$ cat src/rtl/spi_cfg_sequencer.sv
`default_nettype none
// ============================================================================
//  Module   : spi_cfg_sequencer
//  Brief    : Walks a word table and issues each word as one 24-bit SPI
//             transaction through spi_module. It captures the return word of
//             read-flagged entries and inserts an idle gap between words.
//  Revision : 1.0 - initial release
// ============================================================================
module spi_cfg_sequencer #(
   parameter int DATA_WIDTH     = 24,
   parameter int ADDR_W         = 6,
   parameter int GAP_CYCLES     = 4,
   parameter int TIMEOUT_CYCLES = 1024
) (
   input  logic                  clk,
   input  logic                  rst_n,
   input  logic                  start_i,
   input  logic                  abort_i,
   input  logic [ADDR_W:0]       num_words_i,
   output logic [ADDR_W-1:0]     tbl_addr_o,
   output logic                  tbl_rd_o,
   input  logic [DATA_WIDTH-1:0] tbl_data_i,
   output logic                  sdo_valid_o,
   output logic [DATA_WIDTH-1:0] sdo_data_o,
   input  logic                  sdo_ready_i,
   output logic                  sdi_ready_o,
   input  logic [DATA_WIDTH-1:0] sdi_data_i,
   input  logic                  sdi_valid_i,
   output logic                  busy_o,
   output logic                  done_o,
   output logic                  err_o,
   output logic [DATA_WIDTH-1:0] rd_data_o,
   output logic                  rd_valid_o,
   output logic [ADDR_W:0]       word_idx_o
);

   // The counter widths are chosen so that a value of 1 for either parameter
   // still gives a counter at least one bit wide.
   localparam int                 c_to_w      = $clog2(TIMEOUT_CYCLES + 1);
   localparam int                 c_gap_w     = $clog2(GAP_CYCLES + 1);
   localparam logic [c_to_w-1:0]  c_to_last   = c_to_w'(TIMEOUT_CYCLES - 1);
   localparam logic [c_gap_w-1:0] c_gap_last  = c_gap_w'(GAP_CYCLES - 1);
   // The largest legal word count is 2^ADDR_W. Larger requests are clamped to it.
   localparam logic [ADDR_W:0]    c_max_words = {1'b1, {ADDR_W{1'b0}}};
   localparam logic [ADDR_W:0]    c_idx_one   = (ADDR_W + 1)'(1);

   typedef enum logic [2:0] {
      S_IDLE   = 3'd0,
      S_FETCH  = 3'd1,
      S_LOAD   = 3'd2,
      S_SEND   = 3'd3,
      S_RECV   = 3'd4,
      S_GAP    = 3'd5,
      S_FINISH = 3'd6
   } state_t;

   state_t                r_state;
   state_t                w_next;
   logic                  w_accept;
   logic                  w_sdi_hs;
   logic                  w_timeout;
   logic [ADDR_W:0]       r_count;
   logic [ADDR_W:0]       r_word_idx;
   logic [DATA_WIDTH-1:0] r_sdo_data;
   logic [DATA_WIDTH-1:0] r_rd_data;
   logic                  r_rd_valid;
   logic                  r_err;
   logic [c_to_w-1:0]     r_to_cnt;
   logic [c_gap_w-1:0]    r_gap_cnt;

   // State register
   always_ff @(posedge clk or negedge rst_n) begin
      if (!rst_n) begin
         r_state <= S_IDLE;
      end else begin
         r_state <= w_next;
      end
   end

   // Next-state decode and per-cycle event strobes
   always_comb begin
      w_next    = r_state;
      w_accept  = 1'b0;
      w_sdi_hs  = 1'b0;
      w_timeout = 1'b0;
      case (r_state)
         S_IDLE: begin
            if (start_i) begin
               w_accept = 1'b1;
               w_next   = (num_words_i == '0) ? S_FINISH : S_FETCH;
            end
         end
         S_FETCH: w_next = S_LOAD;
         S_LOAD:  w_next = S_SEND;
         S_SEND: begin
            if (sdo_ready_i) begin
               w_next = S_RECV;
            end
         end
         S_RECV: begin
            // A return word on the last allowed cycle still counts as success.
            if (sdi_valid_i) begin
               w_sdi_hs = 1'b1;
               w_next   = S_GAP;
            end else if (r_to_cnt == c_to_last) begin
               w_timeout = 1'b1;
               w_next    = S_FINISH;
            end
         end
         S_GAP: begin
            if (r_gap_cnt == c_gap_last) begin
               w_next = ((r_word_idx == r_count) || abort_i) ? S_FINISH : S_FETCH;
            end
         end
         S_FINISH: w_next = S_IDLE;
         default:  w_next = S_IDLE;
      endcase
   end

   // Sequence bookkeeping: word count, index, outgoing word, read capture, error
   always_ff @(posedge clk or negedge rst_n) begin
      if (!rst_n) begin
         r_count    <= '0;
         r_word_idx <= '0;
         r_sdo_data <= '0;
         r_rd_data  <= '0;
         r_rd_valid <= 1'b0;
         r_err      <= 1'b0;
      end else begin
         r_rd_valid <= 1'b0;
         if (w_accept) begin
            r_word_idx <= '0;
            r_err      <= 1'b0;
            r_count    <= (num_words_i > c_max_words) ? c_max_words : num_words_i;
         end
         if (r_state == S_LOAD) begin
            r_sdo_data <= tbl_data_i;
         end
         if (w_sdi_hs) begin
            r_word_idx <= r_word_idx + c_idx_one;
            if (r_sdo_data[DATA_WIDTH-1]) begin
               r_rd_data  <= sdi_data_i;
               r_rd_valid <= 1'b1;
            end
         end
         if (w_timeout) begin
            r_err <= 1'b1;
         end
      end
   end

   // Receive-timeout and inter-word gap counters, both restarting at state entry
   always_ff @(posedge clk or negedge rst_n) begin
      if (!rst_n) begin
         r_to_cnt  <= '0;
         r_gap_cnt <= '0;
      end else begin
         r_to_cnt  <= (r_state == S_RECV) ? r_to_cnt + 1'b1 : '0;
         r_gap_cnt <= (r_state == S_GAP) ? r_gap_cnt + 1'b1 : '0;
      end
   end

   assign tbl_addr_o  = r_word_idx[ADDR_W-1:0];
   assign tbl_rd_o    = (r_state == S_FETCH);
   assign sdo_valid_o = (r_state == S_SEND);
   assign sdo_data_o  = r_sdo_data;
   assign sdi_ready_o = (r_state == S_RECV);
   assign busy_o      = (r_state != S_IDLE);
   assign done_o      = (r_state == S_FINISH);
   assign err_o       = r_err;
   assign rd_data_o   = r_rd_data;
   assign rd_valid_o  = r_rd_valid;
   assign word_idx_o  = r_word_idx;

endmodule
`default_nettype wire

$ cat config.mk
export PLATFORM = sky130hd
export DESIGN_NAME = spi_cfg_sequencer
export DESIGN_NICKNAME = d
export VERILOG_FILES = /design/src/rtl/spi_cfg_sequencer.sv
export SDC_FILE = /design/constraint.sdc
export NUM_CORES = 1
export LEC_CHECK = 0
export ABC_AREA = 1
export BUFFER_PORTS_ARGS = -buffer_cell sky130_fd_sc_hd__buf_4
export CAP_MARGIN = 10
export CORE_UTILIZATION = 25
export CTS_BUF_LIST = sky130_fd_sc_hd__clkbuf_4 sky130_fd_sc_hd__clkbuf_8 sky130_fd_sc_hd__clkbuf_16
export CTS_CLUSTER_DIAMETER = 120
export DETAILED_ROUTE_END_ITERATION = 10
export GPL_ROUTABILITY_DRIVEN = 1
export HOLD_SLACK_MARGIN = 0.15
export PLACE_DENSITY = 0.47
export SLEW_MARGIN = 20
export SYNTH_ARGS = -nofsm -noshare
export SYNTH_HDL_FRONTEND = slang
export SYNTH_SLANG_ARGS = --single-unit
$ cat constraint.sdc
create_clock -name clk -period 2.1 [get_ports clk]
set_input_delay 0.105 -clock clk [delete_from_list [all_inputs] [get_ports clk]]
set_output_delay 0.105 -clock clk [all_outputs]
set_load 0.05 [all_outputs]
* Word-level counts from Yosys, hierarchy flattened
Index checks and enable logic that the tools add are counted.
** Word-level totals
- Bits in registers :: 81
- Latch bits :: 0
- Memory bits (writable) :: 0
- Bits in read-only memories :: 0
- Word-level logic and storage cells :: 58
- Memories kept :: 0
** Operators by class
- Add/sub/neg operators :: 3
- Multiply operators :: 0
- Divide/modulo/power cells :: 0
- Magnitude comparators :: 1
- Equal/unequal tests :: 13
- Shift-type cells :: 0
- Mux-type cells :: 24
- Bitwise gates (word level) :: 0
- Reduce and logical (&&, ||, !) cells :: 8
** Operator list (number)
- $mux 3 :: 8
- $mux 7 :: 3
- $pmux 3 s6 :: 1
- $add 11x1->11 const B :: 1
- $eq 11x10->1 const B :: 1
- $mux 1 :: 11
- $mux 11 :: 1
- $eq 3x2->1 const B :: 3
- $eq 3x3->1 const B :: 3
- $add 7x1->7 const B :: 1
- $eq 7x7->1 :: 1
- $gt 7x7->1 const B :: 1
- $logic_not 7->1 :: 1
- $ne 2x2->1 const B :: 2
- $reduce_and 4->1 :: 1
- $reduce_bool 2->1 :: 2
- $add 3x1->3 const B :: 1
- $eq 3x1->1 const B :: 1
- $logic_not 3->1 :: 1
- $ne 3x1->1 const B :: 1
- $reduce_bool 3->1 :: 1
- $ne 2x1->1 const B :: 1
- $reduce_and 2->1 :: 1
- $logic_or 1x1->1 :: 1

* Depth between registers and ports, before layout
Gate-level depths: netlist of the first run.
- Depth after elaboration :: 5
- Depth in mapped cells :: 10

* Worst setup path after synthesis of the first run
Ideal clock, no wire load.
- Path type :: reg-to-reg
- Start point :: register r_state[0]
- End point :: register r_state[1]
- Setup time :: 0.065 ns
- Arrival :: 2.030 ns
- Required time :: 2.035 ns
- Path slack :: 0.005 ns
- Cell stages (with the launch flop) :: 9
- Path through :: dfrtp_1 -> inv_1 -> nor3_1 -> nor3_1 -> nand2_1 -> inv_1 -> nand2_1 -> nand2_1 -> nand2_1
** Between the ends
- Elaborated cells between the ends (all ways) :: 12
- Classes of those cells :: 9 x eq/ne; 1 x mux; 2 x reduce/logical
** RTL lines
- from (decl) :: line 57 : state_t r_state;
- from (signal assigned) :: line 76 : r_state <= w_next;
- $eq 3x1->1
- via tbl_rd_o :: line 21 : output logic tbl_rd_o,
- $pmux 3 s6 :: line 86 : case (r_state)
The timed path passes the listed nets, and every way through them passes these cells.
A chain may end at the register's enable or synchronous reset.

* Final worst setup path of the first run
- Start point :: register r_state[2]
- End point :: register r_count[2]
** Between the ends
- Longest elaborated chain between the ends :: 2
** RTL lines
- $logic_not 3->1 :: line 86
- $mux 1 :: line 86
- to (signal assigned) :: line 134 : r_count <= (num_words_i > c_max_words) ? c_max_words : num_words_i;
- to (decl) :: line 62 : logic [ADDR_W:0] r_count;
Every way passes these cells.

==> parameters.txt, run 1 <==
Parameter                              Value

Hold path
  Worst min-delay path endpoint ... word_idx_o[6]
  Startpoint of the worst hold path ... start_i
  Min-delay worst type ... input pin to flip-flop
  Worst Hold Path Cells ... 4

Global route
  First-pass GRT wire length ... 15170 um
  Largest net degree at the start of global routing ... 50
  Via count of the first global-routing pass ... 3212
  Total routing usage reported by global routing ... 0.1318
  GRT overflow ... 0
  Antenna violations before repair ... 0

Logic synthesis
  Distinct cells, synth ... 28
  Count of mapped cells out of synthesis ... 382
  Synth Net Count ... 447
  Yosys top cell area share ... 0.5542
  Per-instance average area after synthesis ... 9.574 um^2
  Yosys warning total ... 0
  Sequential share of the synthesized area ... 0.5542
  FF+latch count, synth ... 81
  Cell taking the most area after synthesis ... dfrtp_1
  Cell types with the largest area share after synthesis ... dfrtp_1 (55%), nand2_1 (13%), mux2_4 (7.8%), inv_1 (4.0%), nor2_1 (3.1%)
  Total standard cell area after synthesis ... 3657 um^2

Route
  Final wirelength ... 9647 um
  ANT nets after route ... 0
  Mean number of vias per cell ... 4.239
  Drc violations ... 0
  Via total after detailed routing ... 3213
  Routed len/inst ... 12.73 um
  DR iter-0 viols ... 127
  First-pass iteration count of the detailed router ... 4

Final layout
  Reg area ... 2027 um^2
  Synthesis-to-finish area growth ... 57.37%
  Final instance count without filler cells ... 758
  Area of the multi-input gates ... 1376 um^2
  Fraction of final layout cells sized beyond drive strength 1 ... 0.3114
  Total number of nets in the final design ... 638
  ANT cells ... 0
  Area of all placed cells without fillers ... 5756 um^2
  Number of fillers in the final layout ... 1401

Die
  Core Area ... 14100 um^2
  I/O Pins ... 129
  Die Ht ... 123.0 um
  Horizontal extent of the die ... 123.0 um
  Floorplan row count ... 43
  Total Die Area ... 15120 um^2
  Initial standard-cell utilization of the core ... 0.2595

Placed design
  Placed cell count ... 681
  Number of port buffers ... 128
  Hpwl dp ... 6748 um
  Routability congestion estimate ... 0.7755
  Placed cell areas ... 4792 um^2

Setup path
  Reg2Reg Depth ... 6
  Worst reg2reg setup slack ... 0.16 ns
  Crit Path Class ... flip-flop to flip-flop
  Startpoint type of the worst setup path ... flip-flop
  Terminus of the critical flop-to-flop path ... r_count[2]
  Largest fanout of any net on the critical path ... 8
  Worst EP required ... 2.36 ns
  Nature of the critical path endpoint ... flip-flop
  Startpoint of the worst register-to-register path ... r_state[2]
  Critical path arrival ... 2.20 ns

Clocking
  Number of H-tree levels ... 3
  Setup fix buffers added after clock tree synthesis ... 0
  Sinks on Clock Net ... 81
  Root buffer cell ... clkbuf_16
  Clock transition at the registers of the reported paths ... 0.06 ns
  CTS max path bufs ... 2
  Clock tree from TritonCTS ... built
  Clk Latency, worst-skew pair ... 0.34 ns
  Total clock buffers created by CTS ... 9

Timing
  Largest clock skew in the final design ... 0.005821 ns
  Maximum clock frequency ... 515.6 MHz
  RSZ-0062 raised after global routing ... no
  Final setup fails ... 0
  Setup TNS ... 0 ns
  Minimum clock period after layout ... 1.939 ns
  Worst Max-Slew Pin Slew ... 0.4667 ns
  Share of the cycle needed by the critical path after routing ... 0.9235
  Relative slew margins ... 0.6889
  Final hold violations ... 0
  Pins Over Slew Limit ... 0

Power and ir drop
  Combinational power share ... 0.505
  Worst ir drop on vdd ... 720.3 uV
  Portion of total power attributed to the clock network ... 0.206
  Sequential fraction of design power ... 0.290
  Leakage power figure ... 0.002923 uW
  Net switching fraction of the power ... 0.4566
  Cell internal power dissipation ... 4742 uW
  Cell Pwr Density ... 1516 nW/um^2
  Switching power of the nets ... 3985 uW

Flow run
  Max Cap Viol ... 0

Run status
  Outcome ... complete, no violations
## cell usage after synthesis
master	n
a21oi_1	9
buf_12	2
buf_2	4
buf_4	7
dfrtp_1	81
ha_1	4
inv_1	39
inv_2	1
inv_4	1
mux2_2	5
mux2_4	19
mux2i_1	1
nand2_1	124
nand2_4	1
nand3_1	17
nand3_2	1
nand4_1	1
nor2_1	30
nor2_8	1
nor3_1	9
nor3_2	2
o21ai_0	14
o21bai_1	1
o22ai_1	3
o31ai_1	1
o32ai_1	1
xnor2_1	1
xor2_1	2
## metrics by stage
step	worst slack [ns]	power [uW]	hold slack [ns]	util
4_1_cts	0.01591	8815	0.2291	0.4077
2_1_floorplan	0.004920	5539	-0.1906	-
3_5_place_dp	0.2608	6875	0.09277	0.3400
6_report	0.1606	8727	0.1483	0.4083
3_3_place_gp	0.3236	6845	0.09094	0.3400
5_1_grt	0.002159	9248	0.1679	0.4083
## worst max-delay path, stage by stage, from the launching register on
cell	delay [ns]
dfrtp_1	0.49
nor3_4	0.30
nand2_2	0.16
inv_1	0.21
nand3_1	0.09
dlygate4sd3_1	0.55
o21ai_0	0.07
## registers in the layout, summed over array words and instances, names as in the netlist
register,flops
err_o,1
r_count,7
r_gap_cnt,3
r_state,3
r_to_cnt,11
rd_data_o,24
rd_valid_o,1
sdo_data_o,24
word_idx_o,7
## layout make-up
type                       count  share of cell area
clock inverter                 7             0.02065
multi-input combinational    247              0.2391
clock buffer                   9             0.03913
sequential                    81              0.3522
inverter                      41             0.02717
timing repair buffer         193              0.2826
tap                          180             0.03913
## routing by layer
metal / global-route usage / vias up / routed length, um
li1: - / 1581 / -
met1: 0.1588 / 1525 / 4154
met2: 0.2191 / 96 / 4810
met3: 0.04428 / 11 / 503
met4: 0.04573 / 0 / 180
met5: 0 / - / 0
## layout by cell type, fill, tap and decap left out, drive strengths merged
master | Yosys | layout
clkbuf | 0 | 9
clkinv | 0 | 2
nand2 | 125 | 125
o31ai | 1 | 1
nand4 | 1 | 1
o22ai | 3 | 3
a21oi | 9 | 9
nand3 | 18 | 18
clkinvlp | 0 | 2
buf | 13 | 132
mux2i | 1 | 1
xor2 | 2 | 2
dfrtp | 81 | 81
o21bai | 1 | 1
xnor2 | 1 | 1
o21ai | 14 | 14
nor2 | 31 | 31
nor3 | 11 | 11
ha | 4 | 4
inv | 41 | 41
bufinv | 0 | 3
dlygate4sd3 | 0 | 61
mux2 | 24 | 24
o32ai | 1 | 1
## power by group through the flow
stage               registers (uW)  clock network (uW)  logic [uW]
CTS                           2520                1860        4430
finish                        2530                1790        4410
floorplan                     4070                   0        1470
global route                  2600                1920        4720
detailed placement            2530                   0        4340
global placement              2530                   0        4310
## worst max path at each step
stage | cells past startpoint | to | startpoint | slack [ns]
finish | 6 | r_count[2] | r_state[2] | 0.16
floorplan | 8 | r_state[1] | r_state[0] | 0.005
CTS | 6 | r_count[2] | r_state[2] | 0.02
global route | 6 | r_count[2] | r_state[2] | 0.002
global placement | 7 | rd_data_o[1] | r_state[1] | 0.32
detailed placement | 7 | rd_data_o[3] | r_state[1] | 0.26
## kinds of logic (layout without fill, tap and decap cells)
| group | after synthesis | after routing | synth area share |
|---|---|---|---|
| AO/OA/AOI/OAI | 29 | 29 | 0.04311 |
| adder cells (fa/ha/maj) | 4 | 4 | 0.01369 |
| flip-flops | 81 | 81 | 0.5542 |
| buffers and inverters | 54 | 250 | 0.07356 |
| XOR/XNOR | 3 | 3 | 0.007186 |
| multiplexers | 25 | 25 | 0.09613 |
| AND/OR/NAND/NOR | 186 | 186 | 0.2121 |
## timing repair
action                                 4_1_cts  5_1_grt
endpoints found under the hold margin      116        0
gates resized for setup                      0        2
hold buffers                                61        0
setup endpoints to repair                    0        2
Power figures use the tool's default switching activity.
==> run 2: changes to the inputs <==
Settings changed: CORE_UTILIZATION 25 to 30, CTS_CLUSTER_SIZE from default to 8, PLACE_DENSITY 0.47 to 0.54.
==> parameters.txt, run 2 (synthesized netlist as in run 1, its figures left out) <==
Parameter                              Value

Setup path
  Nature of the critical path endpoint ... flip-flop
  Startpoint type of the worst setup path ... flip-flop
  Largest fanout of any net on the critical path ... 8
  Crit Path Class ... flip-flop to flip-flop
  Worst EP required ... 2.35 ns
  Reg2Reg Depth ... 6
  Critical path arrival ... 2.19 ns

Global route
  Via count of the first global-routing pass ... 3282
  GRT overflow ... 0
  Total routing usage reported by global routing ... 0.1559
  Largest net degree at the start of global routing ... 43
  Antenna violations before repair ... 1
  First-pass GRT wire length ... 15500 um

Final layout
  Total number of nets in the final design ... 637
  Commonest non-fill, non-tap cells in the layout ... buf_4 (130), nand2_1 (123), dfrtp_1 (81), dlygate4sd3_1 (60), inv_1 (39)
  Fraction of final layout cells sized beyond drive strength 1 ... 0.3120
  Number of fillers in the final layout ... 1084
  Area of the multi-input gates ... 1376 um^2
  Commonest non-fill, non-tap cell in the layout ... buf_4
  Reg area ... 2027 um^2
  Final Util ... 0.4892
  Synthesis-to-finish area growth ... 56.00%

Clocking
  CTS max path bufs ... 2
  Clock transition at the registers of the reported paths ... 0.06 ns
  Total clock buffers created by CTS ... 9
  Sinks on Clock Net ... 81
  Root buffer cell ... clkbuf_16
  Clock tree from TritonCTS ... built
  Clk Latency, worst-skew pair ... 0.33 ns
  Number of H-tree levels ... 3

Timing
  Largest clock skew in the final design ... 0.009157 ns
  Worst Slack Setup Final ... 0.1549 ns
  RSZ-0062 raised after global routing ... no
  Maximum clock frequency ... 514.1 MHz
  Worst Max-Slew Pin Slew ... 0.5331 ns
  Relative slew margins ... 0.6446
  Setup TNS ... 0 ns
  Share of the cycle needed by the critical path after routing ... 0.9263
  Minimum clock period after layout ... 1.945 ns
  Pins Over Slew Limit ... 0
  Tightest hold margin ... 0.1657 ns
  Final setup fails ... 0
  Final hold violations ... 0

Power and ir drop
  Leakage power figure ... 0.002924 uW
  Cell internal power dissipation ... 4761 uW
  Overall power of the completed layout ... 8712 uW
  Cell Pwr Density ... 1527 nW/um^2
  Switching power of the nets ... 3950 uW
  Sequential fraction of design power ... 0.288
  Combinational power share ... 0.504
  Portion of total power attributed to the clock network ... 0.208
  Worst ir drop on vdd ... 571.8 uV
  Net switching fraction of the power ... 0.4535

Die
  Total Die Area ... 12640 um^2
  I/O Pins ... 129
  Horizontal extent of the die ... 112.4 um
  Die Ht ... 112.4 um
  Floorplan row count ... 39
  Initial standard-cell utilization of the core ... 0.3136
  Core Area ... 11660 um^2

Route
  Via total after detailed routing ... 3188
  Mean number of vias per cell ... 4.422
  Routed len/inst ... 12.87 um
  DR iter-0 viols ... 117
  ANT nets after route ... 0
  Final wirelength ... 9279 um
  Drc violations ... 0
  First-pass iteration count of the detailed router ... 4

Placed design
  Worst setup slack before clock tree synthesis ... 0.3780 ns
  Number of port buffers ... 128
  Routability congestion estimate ... 0.7977
  Hpwl dp ... 6283 um

Hold path
  Min-delay worst type ... input pin to flip-flop
  Worst Hold Path Cells ... 6

Run status
  Outcome ... complete, no violations

Flow run
  Max Cap Viol ... 0
## run 2: changes by cell type in the layout (fill, tap and decap cells not counted), sizes merged
cell	change
diode	+1
inv	+1
clkinv	-1
clkinvlp	-1
dlygate4sd3	-1
clkbuf	+1
## run 2: path summary, 6_finish.rpt
kind                                   start  slack (ns)       endpoint
worst max-delay path              r_state[2]        0.15     r_count[0]
worst min-delay path                 abort_i        0.17     r_state[0]
worst max register to register    r_state[2]        0.15     r_count[0]
worst min register to register  r_gap_cnt[0]        0.45   r_gap_cnt[0]
max in group asynchronous              rst_n        1.19     r_state[1]
min in group asynchronous              rst_n        0.30  rd_data_o[10]
## run 2: final cells by class
cell class / count / share of cell area
flip-flops and latches: 81 / 0.3553
repair buffers: 192 / 0.2833
multi-input cells: 247 / 0.2412
clock buffers: 10 / 0.04079
well taps: 143 / 0.03136
inverters: 41 / 0.02741
clock inverters: 6 / 0.02018
diodes: 1 / 0.0004386
## run 2: worst max-delay path: stages (launching register included)
cell and delay, ns:
dfrtp_1 0.49, nor3_4 0.29, nand2_2 0.16, inv_1 0.21, nand3_1 0.10, dlygate4sd3_1 0.55, o21ai_0 0.07
## run 2: timing repair
| action | CTS | global route |
|---|---|---|
| endpoints found under the setup margin | 0 | 2 |
| buffers inserted | 0 | 0 |
| gates resized for setup | 0 | 2 |
| endpoints found under the hold margin | 97 | 0 |
| hold buffers | 60 | 0 |
## run 2: metrics by stage
stage | instances | instance area, um^2
finish | 721 | 5705
global route | 721 | 5705
CTS | 720 | 5694
detailed placement | 644 | 4746
global placement | 644 | 4746
floorplan | 382 | 3657
## run 2: power groups by stage
stage	clock, uW	sequential, uW	combinational [uW]
2_1_floorplan	0	4070	1470
3_3_place_gp	0	2510	4270
3_5_place_dp	0	2520	4320
4_1_cts	1870	2500	4420
5_1_grt	1930	2590	4700
6_report	1810	2510	4390
## run 2: per-layer routing
metal | GRT usage | up-vias | part of all wire
met3 | 0.04320 | 12 | 0.053
met5 | 0 | - | 0
met4 | 0.04978 | 0 | 0.014
li1 | - | 1590 | -
met1 | 0.1972 | 1488 | 0.46
met2 | 0.2588 | 98 | 0.47
